===== src/rtl/score_bcd_scheduler.sv =====
// ============================================================================
// Module   : score_bcd_scheduler
// Purpose  : Score/high-score tracking, iterative double-dabble BCD conversion
//            and 8-digit multiplexed active-low 7-segment scan.
// Options  : LEADING_ZERO_BLANK_EN - blank leading zeros in each 4-digit group
// Revision : 1.0 - initial release
// ============================================================================
`default_nettype none

module score_bcd_scheduler #(
  parameter int SCORE_W  = 14,
  parameter int SCAN_DIV = 100000
) (
  input  logic               clk,
  input  logic               rst,
  input  logic [SCORE_W-1:0] current_score,
  input  logic               score_valid,
  input  logic               clear_high,
  output logic               busy,
  output logic [SCORE_W-1:0] high_score,
  output logic [6:0]         seg,
  output logic [7:0]         an
);

  localparam int                 CNT_W      = $clog2(SCORE_W) + 1;
  localparam logic [CNT_W-1:0]   LAST_SHIFT = CNT_W'(SCORE_W - 1);
  localparam logic [SCORE_W-1:0] MAX_SCORE  = SCORE_W'(9999);
  localparam int                 SCAN_W     = (SCAN_DIV > 2) ? $clog2(SCAN_DIV) : 1;
  localparam logic [SCAN_W-1:0]  SCAN_LAST  = SCAN_W'(SCAN_DIV - 1);

  typedef enum logic [1:0] {
    IDLE      = 2'd0,
    CONV_CUR  = 2'd1,
    CONV_HIGH = 2'd2,
    COMMIT    = 2'd3
  } state_t;

  state_t state;
  state_t state_nxt;

  logic               accept;
  logic               last_shift;
  logic [SCORE_W-1:0] sat_in;
  logic [SCORE_W-1:0] accept_score;
  logic [SCORE_W-1:0] high_reg;
  logic               pending;
  logic [SCORE_W-1:0] pend_score;

  logic [15:0]        bcd_sr;
  logic [SCORE_W-1:0] bin_sr;
  logic [CNT_W-1:0]   shift_cnt;
  logic [15:0]        bcd_adj;
  logic [15:0]        bcd_nxt;
  logic [SCORE_W-1:0] bin_nxt;
  logic [15:0]        cur_bcd;

  logic [31:0]        digits;
  logic [SCAN_W-1:0]  scan_cnt;
  logic [2:0]         digit_idx;
  logic [3:0]         cur_digit;
  logic [7:0]         blank;

  assign sat_in       = (current_score > MAX_SCORE) ? MAX_SCORE : current_score;
  assign accept_score = pending ? pend_score : sat_in;
  assign last_shift   = (shift_cnt == LAST_SHIFT);
  assign busy         = (state != IDLE);
  assign high_score   = high_reg;

  // ------------------------------------------------------------------------
  // Control FSM
  // ------------------------------------------------------------------------
  always_ff @(posedge clk or posedge rst) begin
    if (rst) begin
      state <= IDLE;
    end else begin
      state <= state_nxt;
    end
  end

  always_comb begin
    state_nxt = state;
    accept    = 1'b0;
    case (state)
      IDLE: begin
        if (pending || score_valid) begin
          accept    = 1'b1;
          state_nxt = CONV_CUR;
        end
      end
      CONV_CUR: begin
        if (last_shift) begin
          state_nxt = CONV_HIGH;
        end
      end
      CONV_HIGH: begin
        if (last_shift) begin
          state_nxt = COMMIT;
        end
      end
      COMMIT: begin
        state_nxt = IDLE;
      end
      default: begin
        state_nxt = IDLE;
      end
    endcase
  end

  // ------------------------------------------------------------------------
  // Double-dabble step: add 3 to every nibble >= 5, then shift left by one
  // ------------------------------------------------------------------------
  always_comb begin
    bcd_adj = bcd_sr;
    for (int i = 0; i < 4; i++) begin
      if (bcd_sr[4*i +: 4] >= 4'd5) begin
        bcd_adj[4*i +: 4] = bcd_sr[4*i +: 4] + 4'd3;
      end
    end
    bcd_nxt = {bcd_adj[14:0], bin_sr[SCORE_W-1]};
    bin_nxt = {bin_sr[SCORE_W-2:0], 1'b0};
  end

  // ------------------------------------------------------------------------
  // Request slot and high score
  // ------------------------------------------------------------------------
  always_ff @(posedge clk or posedge rst) begin
    if (rst) begin
      pending    <= 1'b0;
      pend_score <= '0;
      high_reg   <= '0;
    end else begin
      // A request that cannot be taken this edge parks in the slot; the
      // newest one overwrites anything already waiting.
      if (score_valid && (busy || pending)) begin
        pending    <= 1'b1;
        pend_score <= sat_in;
      end else if (accept) begin
        pending    <= 1'b0;
      end

      if (accept) begin
        if (clear_high || (accept_score > high_reg)) begin
          high_reg <= accept_score;
        end
      end else if (clear_high) begin
        high_reg <= '0;
      end
    end
  end

  // ------------------------------------------------------------------------
  // Conversion datapath and display registers
  // ------------------------------------------------------------------------
  always_ff @(posedge clk or posedge rst) begin
    if (rst) begin
      bcd_sr    <= '0;
      bin_sr    <= '0;
      shift_cnt <= '0;
      cur_bcd   <= '0;
      digits    <= '0;
    end else begin
      case (state)
        IDLE: begin
          if (accept) begin
            bin_sr    <= accept_score;
            bcd_sr    <= '0;
            shift_cnt <= '0;
          end
        end
        CONV_CUR: begin
          if (last_shift) begin
            // high_reg already reflects the accepted score at this point
            cur_bcd   <= bcd_nxt;
            bin_sr    <= high_reg;
            bcd_sr    <= '0;
            shift_cnt <= '0;
          end else begin
            bin_sr    <= bin_nxt;
            bcd_sr    <= bcd_nxt;
            shift_cnt <= shift_cnt + CNT_W'(1);
          end
        end
        CONV_HIGH: begin
          bin_sr    <= bin_nxt;
          bcd_sr    <= bcd_nxt;
          shift_cnt <= shift_cnt + CNT_W'(1);
        end
        COMMIT: begin
          digits <= {bcd_sr, cur_bcd};
        end
        default: begin
          shift_cnt <= '0;
        end
      endcase
    end
  end

  // ------------------------------------------------------------------------
  // Digit scan
  // ------------------------------------------------------------------------
  always_ff @(posedge clk or posedge rst) begin
    if (rst) begin
      scan_cnt  <= '0;
      digit_idx <= '0;
    end else if (scan_cnt == SCAN_LAST) begin
      scan_cnt  <= '0;
      digit_idx <= digit_idx + 3'd1;
    end else begin
      scan_cnt  <= scan_cnt + SCAN_W'(1);
    end
  end

`ifdef LEADING_ZERO_BLANK_EN
  genvar g;
  generate
    for (g = 0; g < 2; g++) begin : g_blank
      assign blank[4*g+3] = (digits[16*g+12 +: 4] == 4'd0);
      assign blank[4*g+2] = blank[4*g+3] && (digits[16*g+8 +: 4] == 4'd0);
      assign blank[4*g+1] = blank[4*g+2] && (digits[16*g+4 +: 4] == 4'd0);
      assign blank[4*g]   = 1'b0;
    end
  endgenerate
`else
  assign blank = 8'h00;
`endif

  function automatic logic [6:0] seg_decode(input logic [3:0] d);
    logic [6:0] s;
    case (d)
      4'd0:    s = 7'h40;
      4'd1:    s = 7'h79;
      4'd2:    s = 7'h24;
      4'd3:    s = 7'h30;
      4'd4:    s = 7'h19;
      4'd5:    s = 7'h12;
      4'd6:    s = 7'h02;
      4'd7:    s = 7'h78;
      4'd8:    s = 7'h00;
      4'd9:    s = 7'h10;
      default: s = 7'h7F;
    endcase
    return s;
  endfunction

  assign cur_digit = digits[{digit_idx, 2'b00} +: 4];
  assign an        = ~(8'd1 << digit_idx);
  assign seg       = blank[digit_idx] ? 7'h7F : seg_decode(cur_digit);

endmodule

`default_nettype wire


===== config.mk =====
export PLATFORM = sky130hd
export DESIGN_NAME = score_bcd_scheduler
export DESIGN_NICKNAME = d
export VERILOG_FILES = /design/src/rtl/score_bcd_scheduler.sv
export SDC_FILE = /design/constraint.sdc
export NUM_CORES = 1
export LEC_CHECK = 0
export ABC_AREA = 1
export CAP_MARGIN = 0
export CORE_MARGIN = 5
export CORE_UTILIZATION = 51
export DETAILED_ROUTE_END_ITERATION = 16
export PLACE_DENSITY = 0.66
export RECOVER_POWER = 100
export SLEW_MARGIN = 20
export SYNTH_ARGS = -nofsm -noshare
export SYNTH_HDL_FRONTEND = slang
export SYNTH_SLANG_ARGS = --single-unit

===== constraint.sdc =====
create_clock -name clk -period 13.1 [get_ports clk]
set_input_delay 2.62 -clock clk [delete_from_list [all_inputs] [get_ports clk]]
set_output_delay 2.62 -clock clk [all_outputs]
set_load 0.1 [all_outputs]

==> metrics.md <==
| Metric | Value |
|---|---|
| Area taken by multi-input logic gates | `approximately 0.0034 mm^2` |
| Hold slack | `0.469 ns` |
| Global Route Usage Sum | `approximately a fifth` |
| Router iterations before antenna repair | `4` |
| Maximum clock path buffer count | `2` |
| Pin count of the biggest net entering global routing | `87` |
| Final weighted congestion in routability-driven placement | `0.836` |
| Top cells by instance count after synthesis | `246 x sky130_fd_sc_hd__nand2_1, 134 x sky130_fd_sc_hd__dfrtp_1, 127 x sky130_fd_sc_hd__inv_1` |
| Die Span X | `around 130 um` |
| Proportion of netlist area held by the largest area contributor | `~44%` |
| Yosys warns | `0` |
| VDD IR-drop max | `between 100 and 150 uV` |
| Worst min-delay path class | `flop to flop` |
| Max_slew headroom | `-153%` |
| Area used by sequential logic in the layout | `around 0.0034 mm^2` |
| GR Overflow Total | `0` |
| Status | `finished, violations left` |
| Highest routed layer | `met4` |
| Number of cells upsized or downsized after cts | `0` |
| # hold bufs at CTS | `0` |
| Cell at the root of the clock tree | `sky130_fd_sc_hd__clkbuf_16` |
| Yosys top cell by area | `sky130_fd_sc_hd__dfrtp_1` |
| Cells traversed along the worst timing path | `dlygate4sd3_1 -> clkinvlp_2 -> clkbuf_1` |
| Routed metal-1 wire length | `8250 um` |
| Detailed Route Iter0 Violations | `~370` |
| Combinational group share of total power | `between 10% and 20%` |
| Arrival time at the worst endpoint | `between 7 and 8 ns` |
| RSZ-0062 raised after global routing | `false` |
| Count of final setup violators | `0` |
| Global-route wire length before repair | `28600 um` |
| Required time of the worst setup path | `13.10 ns` |
| Antenna violations before repair | `0` |
| Violated checks | `max-capacitance violations, max-slew violations` |
| Starting utilization of the core area | `52.0%` |
| HPWL reported at the end of detailed placement | `roughly 12000 um` |
| Highest-delay cell along the critical path | `sky130_fd_sc_hd__clkinvlp_2` |
| Number of nets with antenna violations after routing | `0` |
| Count of flip-flops with a built-in enable after synthesis | `0` |
| Overall power | `between 1 and 1.5 mW` |
| Average wire per standard cell | `13.9 um` |
| Ys flop type | `sky130_fd_sc_hd__dfrtp_1` |
| Overall routed net length | `approximately 16000 um` |
| Clock H-tree levels | `4` |
| Clock network power share | `between 40 and 50%` |
| Fill cell total of the finished layout | `between 1000 and 1500` |
| Final critical-path share of the clock period | `55.1%` |
| Leading cell types by total area after synthesis | `sky130_fd_sc_hd__dfrtp_1 44%, sky130_fd_sc_hd__nand2_1 12%, sky130_fd_sc_hd__ha_1 6.6%` |
| Synth Cell Area | `between 0.007 and 0.008 mm^2` |
| Fin Setup TNS | `0 ns` |
| Met3 Wirelength | `roughly 550 um` |
| Proportion of total power due to net switching | `a little over a quarter` |
| Post-synthesis cell count | `between 900 and 1000` |
| Power per cell area | `between 100 and 150 mW/mm^2` |
| Core Region | `roughly 0.015 mm^2` |
| Vias per std cell | `about 5` |
| Most instantiated library cell after synthesis | `sky130_fd_sc_hd__nand2_1` |
| Number of max-slew violations in the final report | `between 200 and 250` |
| Net count after synthesis | `just over 1000` |
| Number of sinks on the clock net | `roughly 130` |
| Final-report hold violation count | `0` |
| Leakage | `about 4.2 nW` |
| Max cap viols | `4` |
| Crit path capture type | `async pin` |
| Crit start category | `primary input` |
| # nets final | `around 1100` |
| Amount of wire on met2 after detailed routing | `7460 um` |
| Transition time at the pin with the least slew margin | `about 3.8 ns` |
| Area enclosed by the die boundary | `0.0174 mm^2` |
| Setup Crit Path Kind | `primary input to async pin` |
| Antenna fix cells | `0` |
| Clock tree from TritonCTS | `done` |
| Fraction of synthesis flops using an asynchronous set or reset pin | `between 90% and 100%` |
| Power share of the sequential group | `41.3%` |
| Placed Cells | `about 1200` |
| Insertion delay to the later sink of the worst-skew pair | `around 0.42 ns` |
| Site row count | `44` |
| Syn_area_per_cell | `a little under 8 um^2` |
| Power Internal | `0.811 mW` |
| Switching power summed over all nets | `around 0.30 mW` |
| Worst stage delay on the critical path | `2.13 ns` |
| Vias after detailed routing | `~6100` |
| Post-Layout Cell Count | `1190` |
| Fraction of layout cells with a size suffix above 1 | `approximately 7.6%` |
| Setup Buffers After CTS | `0` |
| Number of distinct standard cells referenced by the synthesized netlist | `39` |
| Share of synthesized area occupied by flip-flops and latches | `between 40% and 50%` |
| Area added between synthesis and finish | `13.9%` |
| Maximum operating frequency | `around 140 MHz` |
| Clock transition at the registers of the reported paths | `roughly 0.05 ns` |
| Total DRC errors in the routed layout | `0` |
| Number of buffers added on ports | `47` |
| Final Skew | `a little under 0.007 ns` |
| Clock period minus final worst setup slack | `7.21 ns` |
| Total CTS buffers | `17` |
| I/O pin cnt | `48` |
| Maximum fanout along the worst path | `86` |
| Overall die height | `around 130 um` |
| Synth Register Bits | `134` |
| Number of global-route vias before repair | `5932` |
## state kept, by name, indices dropped and copies added, names as in the netlist
register	flops
bcd_sr	16
bin_sr	14
cur_bcd	16
digit_idx	3
digits	32
high_score	14
pend_score	14
pending	1
scan_cnt	17
shift_cnt	5
state	2
## cells by family (layout without fill, tap and decap cells)
group                      Yosys count  in the layout  synth area share, %
buffers and inverters              171            217                 9.61
DFF                                134            134                 44.3
xor gates and xnor gates            15             15                 1.74
AOI/OAI and AO/OA                  151            151                 11.9
and+or+nand+nor                    449            449                 25.7
adders and majority gates           40             40                 6.62
## worst paths after layout
| kind | slack (ns) | start | to | depth (start not counted) |
|---|---|---|---|---|
| max | 5.89 | rst | digits[13] | 3 |
| min reg2reg | 0.47 | cur_bcd[15] | digits[15] | 2 |
| min | 0.47 | cur_bcd[15] | digits[15] | 2 |
| min in group asynchronous | 3.79 | rst | scan_cnt[13] | 2 |
| max reg2reg | 6.22 | state[1] | shift_cnt[0] | 9 |
| max in group clk | 6.03 | score_valid | shift_cnt[0] | 9 |
## placed cells by master (no fill, tap or decap), types with 9 or more instances in the layout
cell and n:
sky130_fd_sc_hd__nand2_1 249, sky130_fd_sc_hd__dfrtp_1 134, sky130_fd_sc_hd__inv_1 129, sky130_fd_sc_hd__nor2_1 81, sky130_fd_sc_hd__nand3_1 72, sky130_fd_sc_hd__o21ai_0 68, sky130_fd_sc_hd__ha_1 40, sky130_fd_sc_hd__a21oi_1 35
sky130_fd_sc_hd__dlygate4sd3_1 33, sky130_fd_sc_hd__clkbuf_16 17, sky130_fd_sc_hd__xor2_1 15, sky130_fd_sc_hd__clkdlybuf4s50_1 14, sky130_fd_sc_hd__nand2_2 13, sky130_fd_sc_hd__nand4_1 10, sky130_fd_sc_hd__o22ai_2 10, sky130_fd_sc_hd__o211ai_1 9
## power groups by stage
stage,combinational (mW),clock (mW),sequential (mW)
after floorplan,0.130,0,0.462
after global placement,0.165,0,0.468
after detailed placement,0.168,0,0.468
after CTS,0.170,0.493,0.461
after global routing,0.199,0.513,0.465
final,0.167,0.487,0.461
## metrics by stage
stage / cell area, um^2 / utilization [%] / worst slack, ns
after floorplan: 7560 / - / 6.90
final: 8620 / 59.3 / 5.89
after global placement: 8080 / 55.6 / 7.32
after global routing: 8620 / 59.3 / 4.70
after CTS: 8680 / 59.7 / 6.81
after detailed placement: 8080 / 55.6 / 7.29
## per-layer routing
metal | GRT usage [%] | vias to the layer above
li1 | - | 3127
met1 | 28.8 | 2836
met2 | 30.0 | 99
met3 | 4.31 | 24
met4 | 5.66 | 0
met5 | 0 | -
## worst max-delay path, delay by kind of cell
family / cells / cell delay (ns)
buffers and inverters: 3 / 4.56
## area by class of cell
class	count	share of cell area, %
flip-flops and latches	134	38.9
inverters	136	5.98
clock inverters	8	1.42
multi-input cells	655	39.9
repair buffers	50	5.59
clock buffers	23	5.55
well taps	184	2.67
(Power assumes the default switching activity.)
